File: config.mk
export PLATFORM = sky130hd
export DESIGN_NAME = sobel_scan_ctrl
export DESIGN_NICKNAME = d
export VERILOG_FILES = /design/src/rtl/sobel_pkg.sv /design/src/rtl/sobel_line_buf.sv /design/src/rtl/sobel_scan_ctrl.sv
export SDC_FILE = /design/constraint.sdc
export NUM_CORES = 1
export LEC_CHECK = 0
export ABC_AREA = 1
export CAP_MARGIN = 20
export CORE_MARGIN = 1
export CORE_UTILIZATION = 60
export CTS_BUF_LIST = sky130_fd_sc_hd__clkbuf_8 sky130_fd_sc_hd__clkbuf_16
export DETAILED_ROUTE_END_ITERATION = 12
export PLACE_DENSITY = 0.81
export RECOVER_POWER = 100
export SLEW_MARGIN = 25
export SYNTH_ARGS = -nofsm -noshare
export SYNTH_HDL_FRONTEND = slang
export SYNTH_SLANG_ARGS = --single-unit
File: constraint.sdc
create_clock -name clk -period 3 [get_ports clk]
set_input_delay 0.3 -clock clk [delete_from_list [all_inputs] [get_ports clk]]
set_output_delay 0.3 -clock clk [all_outputs]
set_load 0.02 [all_outputs]
File: src/rtl/sobel_pkg.sv
// Shared types and constants for the Sobel scan controller: pixel/window widths,
// controller FSM states and kernel window byte indices.
package sobel_pkg;

  localparam int PIX_W = 8;
  localparam int WIN_N = 8;
  localparam int WIN_W = PIX_W * WIN_N;

  typedef enum logic [1:0] {
    IDLE,
    RUN,
    DRAIN,
    DONE
  } state_t;

  // Window byte positions; the centre pixel is never sent to the kernel.
  localparam int IDX_TL = 0;
  localparam int IDX_TC = 1;
  localparam int IDX_TR = 2;
  localparam int IDX_ML = 3;
  localparam int IDX_MR = 4;
  localparam int IDX_BL = 5;
  localparam int IDX_BC = 6;
  localparam int IDX_BR = 7;

endpackage

File: src/rtl/sobel_line_buf.sv
// One image line of pixel storage: single shared address, read-before-write
// (the read returns the value stored before this cycle's write).
module sobel_line_buf
  import sobel_pkg::*;
#(
  parameter int DEPTH = 64
) (
  input  logic                     clk,
  input  logic                     we,
  input  logic [$clog2(DEPTH)-1:0] addr,
  input  logic [PIX_W-1:0]         wdata,
  output logic [PIX_W-1:0]         rdata
);

  logic [PIX_W-1:0] mem [DEPTH];

  always_ff @(posedge clk) begin
    if (we) mem[addr] <= wdata;
  end

  assign rdata = mem[addr];

endmodule

File: src/rtl/sobel_scan_ctrl.sv
// Streaming 3x3 Sobel window scheduler with start/busy/done framing.
// Optional edge pixel counter enabled by defining SOBEL_CTRL_STATS_EN.
module sobel_scan_ctrl
  import sobel_pkg::*;
#(
  parameter int IMG_W = 64,
  parameter int IMG_H = 64,
  parameter int KLAT  = 1
) (
  input  logic                            clk,
  input  logic                            rst,
  input  logic                            start,
  output logic                            busy,
  output logic                            done,
  input  logic                            s_valid,
  output logic                            s_ready,
  input  logic [PIX_W-1:0]                s_pix,
  output logic [WIN_W-1:0]                k_win,
  input  logic                            k_result,
  output logic                            m_valid,
  output logic                            m_bin,
  output logic [$clog2(IMG_W)-1:0]        m_x,
  output logic [$clog2(IMG_H)-1:0]        m_y,
  output logic [$clog2(IMG_W*IMG_H):0]    edge_cnt
);

  localparam int XW = $clog2(IMG_W);
  localparam int YW = $clog2(IMG_H);
  localparam int DW = $clog2(KLAT + 2);
  localparam logic [XW-1:0] X_LAST = XW'(IMG_W - 1);
  localparam logic [YW-1:0] Y_LAST = YW'(IMG_H - 1);
  localparam logic [DW-1:0] D_LAST = DW'(KLAT);

  state_t          state;
  logic [XW-1:0]   x;
  logic [YW-1:0]   y;
  logic [DW-1:0]   dcnt;
  logic            hs;
  logic            emit;
  logic [PIX_W-1:0] lb0_q, lb1_q;
  logic [PIX_W-1:0] top_d1, top_d2, mid_d1, mid_d2, bot_d1, bot_d2;
  logic [KLAT:0]   vld_pipe;
  logic [XW-1:0]   x_pipe [KLAT+1];
  logic [YW-1:0]   y_pipe [KLAT+1];

  assign hs   = s_valid & s_ready;
  assign emit = hs && (x >= XW'(2)) && (y >= YW'(2));

  // Cascaded lines: lb0 holds row y-1, lb1 receives what lb0 held (row y-2).
  sobel_line_buf #(.DEPTH(IMG_W)) u_lb0 (
    .clk  (clk),
    .we   (hs),
    .addr (x),
    .wdata(s_pix),
    .rdata(lb0_q)
  );

  sobel_line_buf #(.DEPTH(IMG_W)) u_lb1 (
    .clk  (clk),
    .we   (hs),
    .addr (x),
    .wdata(lb0_q),
    .rdata(lb1_q)
  );

  always_ff @(posedge clk) begin
    if (rst) begin
      state   <= IDLE;
      busy    <= 1'b0;
      done    <= 1'b0;
      s_ready <= 1'b0;
      x       <= '0;
      y       <= '0;
      dcnt    <= '0;
    end else begin
      case (state)
        IDLE: begin
          done <= 1'b0;
          if (start) begin
            state   <= RUN;
            busy    <= 1'b1;
            s_ready <= 1'b1;
            x       <= '0;
            y       <= '0;
          end
        end
        RUN: begin
          if (hs) begin
            if (x == X_LAST) begin
              x <= '0;
              if (y == Y_LAST) begin
                state   <= DRAIN;
                s_ready <= 1'b0;
                dcnt    <= '0;
              end else begin
                y <= y + YW'(1);
              end
            end else begin
              x <= x + XW'(1);
            end
          end
        end
        DRAIN: begin
          if (dcnt == D_LAST) begin
            state <= DONE;
            done  <= 1'b1;
            busy  <= 1'b0;
          end else begin
            dcnt <= dcnt + DW'(1);
          end
        end
        DONE: begin
          done  <= 1'b0;
          state <= IDLE;
        end
        default: state <= IDLE;
      endcase
    end
  end

  always_ff @(posedge clk) begin
    if (hs) begin
      top_d1 <= lb1_q;
      top_d2 <= top_d1;
      mid_d1 <= lb0_q;
      mid_d2 <= mid_d1;
      bot_d1 <= s_pix;
      bot_d2 <= bot_d1;
    end
  end

  always_ff @(posedge clk) begin
    if (rst) begin
      k_win <= '0;
    end else if (hs) begin
      k_win[IDX_TL*PIX_W +: PIX_W] <= top_d2;
      k_win[IDX_TC*PIX_W +: PIX_W] <= top_d1;
      k_win[IDX_TR*PIX_W +: PIX_W] <= lb1_q;
      k_win[IDX_ML*PIX_W +: PIX_W] <= mid_d2;
      k_win[IDX_MR*PIX_W +: PIX_W] <= lb0_q;
      k_win[IDX_BL*PIX_W +: PIX_W] <= bot_d2;
      k_win[IDX_BC*PIX_W +: PIX_W] <= bot_d1;
      k_win[IDX_BR*PIX_W +: PIX_W] <= s_pix;
    end
  end

  // Stage 0 lines up with k_win; the last stage lines up with k_result.
  always_ff @(posedge clk) begin
    if (rst) begin
      vld_pipe <= '0;
      for (int unsigned i = 0; i < KLAT + 1; i++) begin
        x_pipe[i] <= '0;
        y_pipe[i] <= '0;
      end
    end else begin
      vld_pipe[0] <= emit;
      x_pipe[0]   <= x - XW'(1);
      y_pipe[0]   <= y - YW'(1);
      for (int unsigned i = 1; i < KLAT + 1; i++) begin
        vld_pipe[i] <= vld_pipe[i-1];
        x_pipe[i]   <= x_pipe[i-1];
        y_pipe[i]   <= y_pipe[i-1];
      end
    end
  end

  assign m_valid = vld_pipe[KLAT];
  assign m_x     = x_pipe[KLAT];
  assign m_y     = y_pipe[KLAT];
  assign m_bin   = m_valid & k_result;

`ifdef SOBEL_CTRL_STATS_EN
  always_ff @(posedge clk) begin
    if (rst) begin
      edge_cnt <= '0;
    end else if (state == IDLE && start) begin
      edge_cnt <= '0;
    end else if (m_valid && m_bin) begin
      edge_cnt <= edge_cnt + ($bits(edge_cnt))'(1);
    end
  end
`else
  assign edge_cnt = '0;
`endif

endmodule
==> run metrics <==
max-cap check violation count 11; TritonCTS clock tree done; via count normalized by instance count 6.06; violations in the final reports capacitance limit, slew limit; area of the core 78900 um2; Core Util, Final 0.678; Wirelength per Cell 22.8 um; total leakage power a little under 0.02 uW; largest stage delay on the critical path 1.64 ns; final worst clock skew between 0.03 and 0.04 ns; class of the most critical setup path input port to register; antenna cell count 0; number of buffers and inverters on the critical path 2; Fmax 343 MHz; cell breakdown of the critical path clkbuf_1, clkbuf_1; count of pins over their slew limit 440; non-filler cells, final 5413; aggregate routed wire length 123000 um; number of sinks on the clock net about 1200; Via Count 32800; Syn. warnings 0; number of global-route vias before repair ~31000; Setup violations, final 0; maximum fanout along the worst path 43; # fillers 5326; Placement Rows approximately 100; startpoint type of the worst setup path input port; count of unique library cells instantiated by Yosys 32; Post-Syn Instances 4128; latest clock arrival within the worst-skew pair approximately 0.7 ns; count of pins on the block boundary 107; Tot GR Track Use 0.304; result of the run complete, but fails checks; CTS-repair resized insts 0; share of post-route cells with drive strength above 1 0.0759; Worst Path Arrival 3.08 ns; placed wire-length estimate after detailed placement 71400 um; total congestion overflow after global routing 0; transition at the pin with the smallest max-transition slack 2.42 ns; Top delay family on crit path buffers and inverters; total clock buffers created by CTS 109; Chip Width 284 um; port bufs 93; placed insts 5204; unrepaired setup endpoints after global routing false; endpoints failing hold 0; Worst slew margin -0.610; Min-Delay Path Class register to register; minimum clock period around 3 ns; H-tree depth reported by CTS 3; remaining number of nets flagged by the antenna check after routing 0; Post-Synthesis Mean Instance Area 11.6 um2; sequential area share after synthesis 0.722; largest buffer count on any clock path 3; antenna violations before repair 4; period utilization 0.973; root buffer cell clkbuf_16; peak supply drop 0.770 mV; Pwr Density 892 nW/um2; Setup TNS 0 ns; area growth from synthesis to layout 12.0%; number of nets at the end of the flow 4292; worst path required time 3.16 ns; first-pass GRT wire length 186000 um; TritonRoute pass-1 iters 6; Cell Area, Synth ~48000 um2; largest net degree at the start of global routing 107; die boundary height 284 um; CTS clk-pin slew, worst paths 0.06 ns; CP Capture Type register; last weighted congestion value of the routability-driven placer 0.948; DR iter-0 viols 4769; DRC errors left 0; crit-path most repeated cell clkbuf_1; initial core utilization 0.605; register bit count reported by yosys 1187; standard cell with the maximum stage delay on the critical path clkbuf_1; DIE AREA 80700 um2
==> stage by stage <==
stage	power, uW	hold slack, ns	worst slack [ns]	cell area, um2
floorplan	29400	0.388	0.309	47800
global placement	33500	0.392	0.389	50200
detailed placement	33900	0.392	0.327	50200
CTS	47700	0.0904	0.316	53900
finish	47700	0.399	0.0817	53500
global route	49500	0.412	0.0567	53500
==> final timing paths <==
kind,startpoint,end,slack [ns],depth (start not counted)
max,s_pix[6],u_lb0.mem[59][6],0.08,2
min,y_pipe[0][0],y_pipe[0][6],0.40,2
min reg2reg,y_pipe[0][0],y_pipe[0][6],0.40,2
max reg2reg,register,u_lb1.mem[20][5],0.10,10
==> power breakdown <==
group	switching (uW)	internal [uW]
combinational	9620	3710
clock	5940	7980
sequential	325	20100
total	15900	31800
==> worst reg2reg max path, delay by kind of cell (launching register included) <==
family	cells	cell delay [ns]
DFF	1	0.54
and+or+nand+nor	8	1.22
buffers and inverters	2	0.85
==> layout by cell type, fill, tap and decap left out, drive strengths merged <==
master | Yosys | routed
o2111ai | 1 | 1
edfxtp | 1072 | 1072
clkinvlp | 0 | 1
o21ai | 61 | 61
nor4 | 2 | 2
dlymetal6s2s | 0 | 1
inv | 67 | 95
clkbuf | 40 | 230
a2111oi | 1 | 1
a21oi | 23 | 23
nand2 | 1357 | 1357
clkdlybuf4s50 | 0 | 3
dlygate4sd3 | 0 | 84
nand4 | 9 | 9
a221oi | 1 | 1
nor3 | 7 | 7
conb | 1 | 13
clkinv | 0 | 45
buf | 236 | 95
bufinv | 0 | 12
nand3 | 891 | 891
a211oi | 4 | 4
dfxtp | 115 | 115
nor2 | 226 | 226
or2 | 3 | 3
ha | 11 | 11
==> sequential cells by signal, summed over array words and instances (netlist names), named ones only <==
signal	flops
u_lb0.mem	512
u_lb1.mem	512
k_win	64
x_pipe	12
y_pipe	12
bot_d1	8
bot_d2	8
mid_d1	8
mid_d2	8
top_d1	8
top_d2	8
x	6
y	6
dcnt	2
state	2
vld_pipe	2
busy	1
done	1
s_ready	1
==> kinds of logic after synthesis <==
logic type,count (synthesis),synth area share
adder cells (fa/ha/maj),11,0.00288
AO/OA/AOI/OAI,91,0.0101
other,1,0.0000785
buffers and inverters,343,0.0438
flip-flops,1187,0.722
AND/OR/NAND/NOR,2495,0.221
==> synthesized netlist by cell type, drive strengths merged <==
| master | count | area [um2] |
|---|---|---|
| a2111oi | 1 | 8.76 |
| a211oi | 4 | 30.0 |
| a21oi | 23 | 119 |
| a221oi | 1 | 8.76 |
| buf | 236 | 1680 |
| clkbuf | 40 | 151 |
| conb | 1 | 3.75 |
| dfxtp | 115 | 2300 |
| edfxtp | 1072 | 32200 |
| ha | 11 | 138 |
| inv | 67 | 259 |
| nand2 | 1357 | 5100 |
| nand3 | 891 | 4460 |
| nand4 | 9 | 56.3 |
| nor2 | 226 | 851 |
| nor3 | 7 | 40.0 |
| nor4 | 2 | 12.5 |
| o2111ai | 1 | 8.76 |
| o21ai | 61 | 305 |
| or2 | 3 | 18.8 |
==> repair_timing <==
action	in CTS	in global routing
setup buffers	0	0
endpoints found under the hold margin	7	0
endpoints found under the setup margin	0	0
hold buffers	3	0
==> cell type report <==
cell class | instances | area, um2 | share of cell area
Tap cell | 1050 | 1310 | 0.0246
Clock inverter | 86 | 752 | 0.0141
Clock buffer | 120 | 2900 | 0.0543
Inverter | 67 | 279 | 0.00522
Timing Repair Buffer | 293 | 2510 | 0.0469
Sequential cell | 1187 | 34500 | 0.645
Multi-Input combinational cell | 2610 | 11200 | 0.210
==> metal layers <==
metal / vias to the layer above / wire length [um] / global-route usage
li1: 14600 / - / -
met5: - / 26 / 0
met1: 15500 / 43900 / 0.408
met4: 4 / 6820 / 0.163
met2: 2316 / 57500 / 0.478
met3: 375 / 14900 / 0.0548
Power figures use the tool's default switching activity.
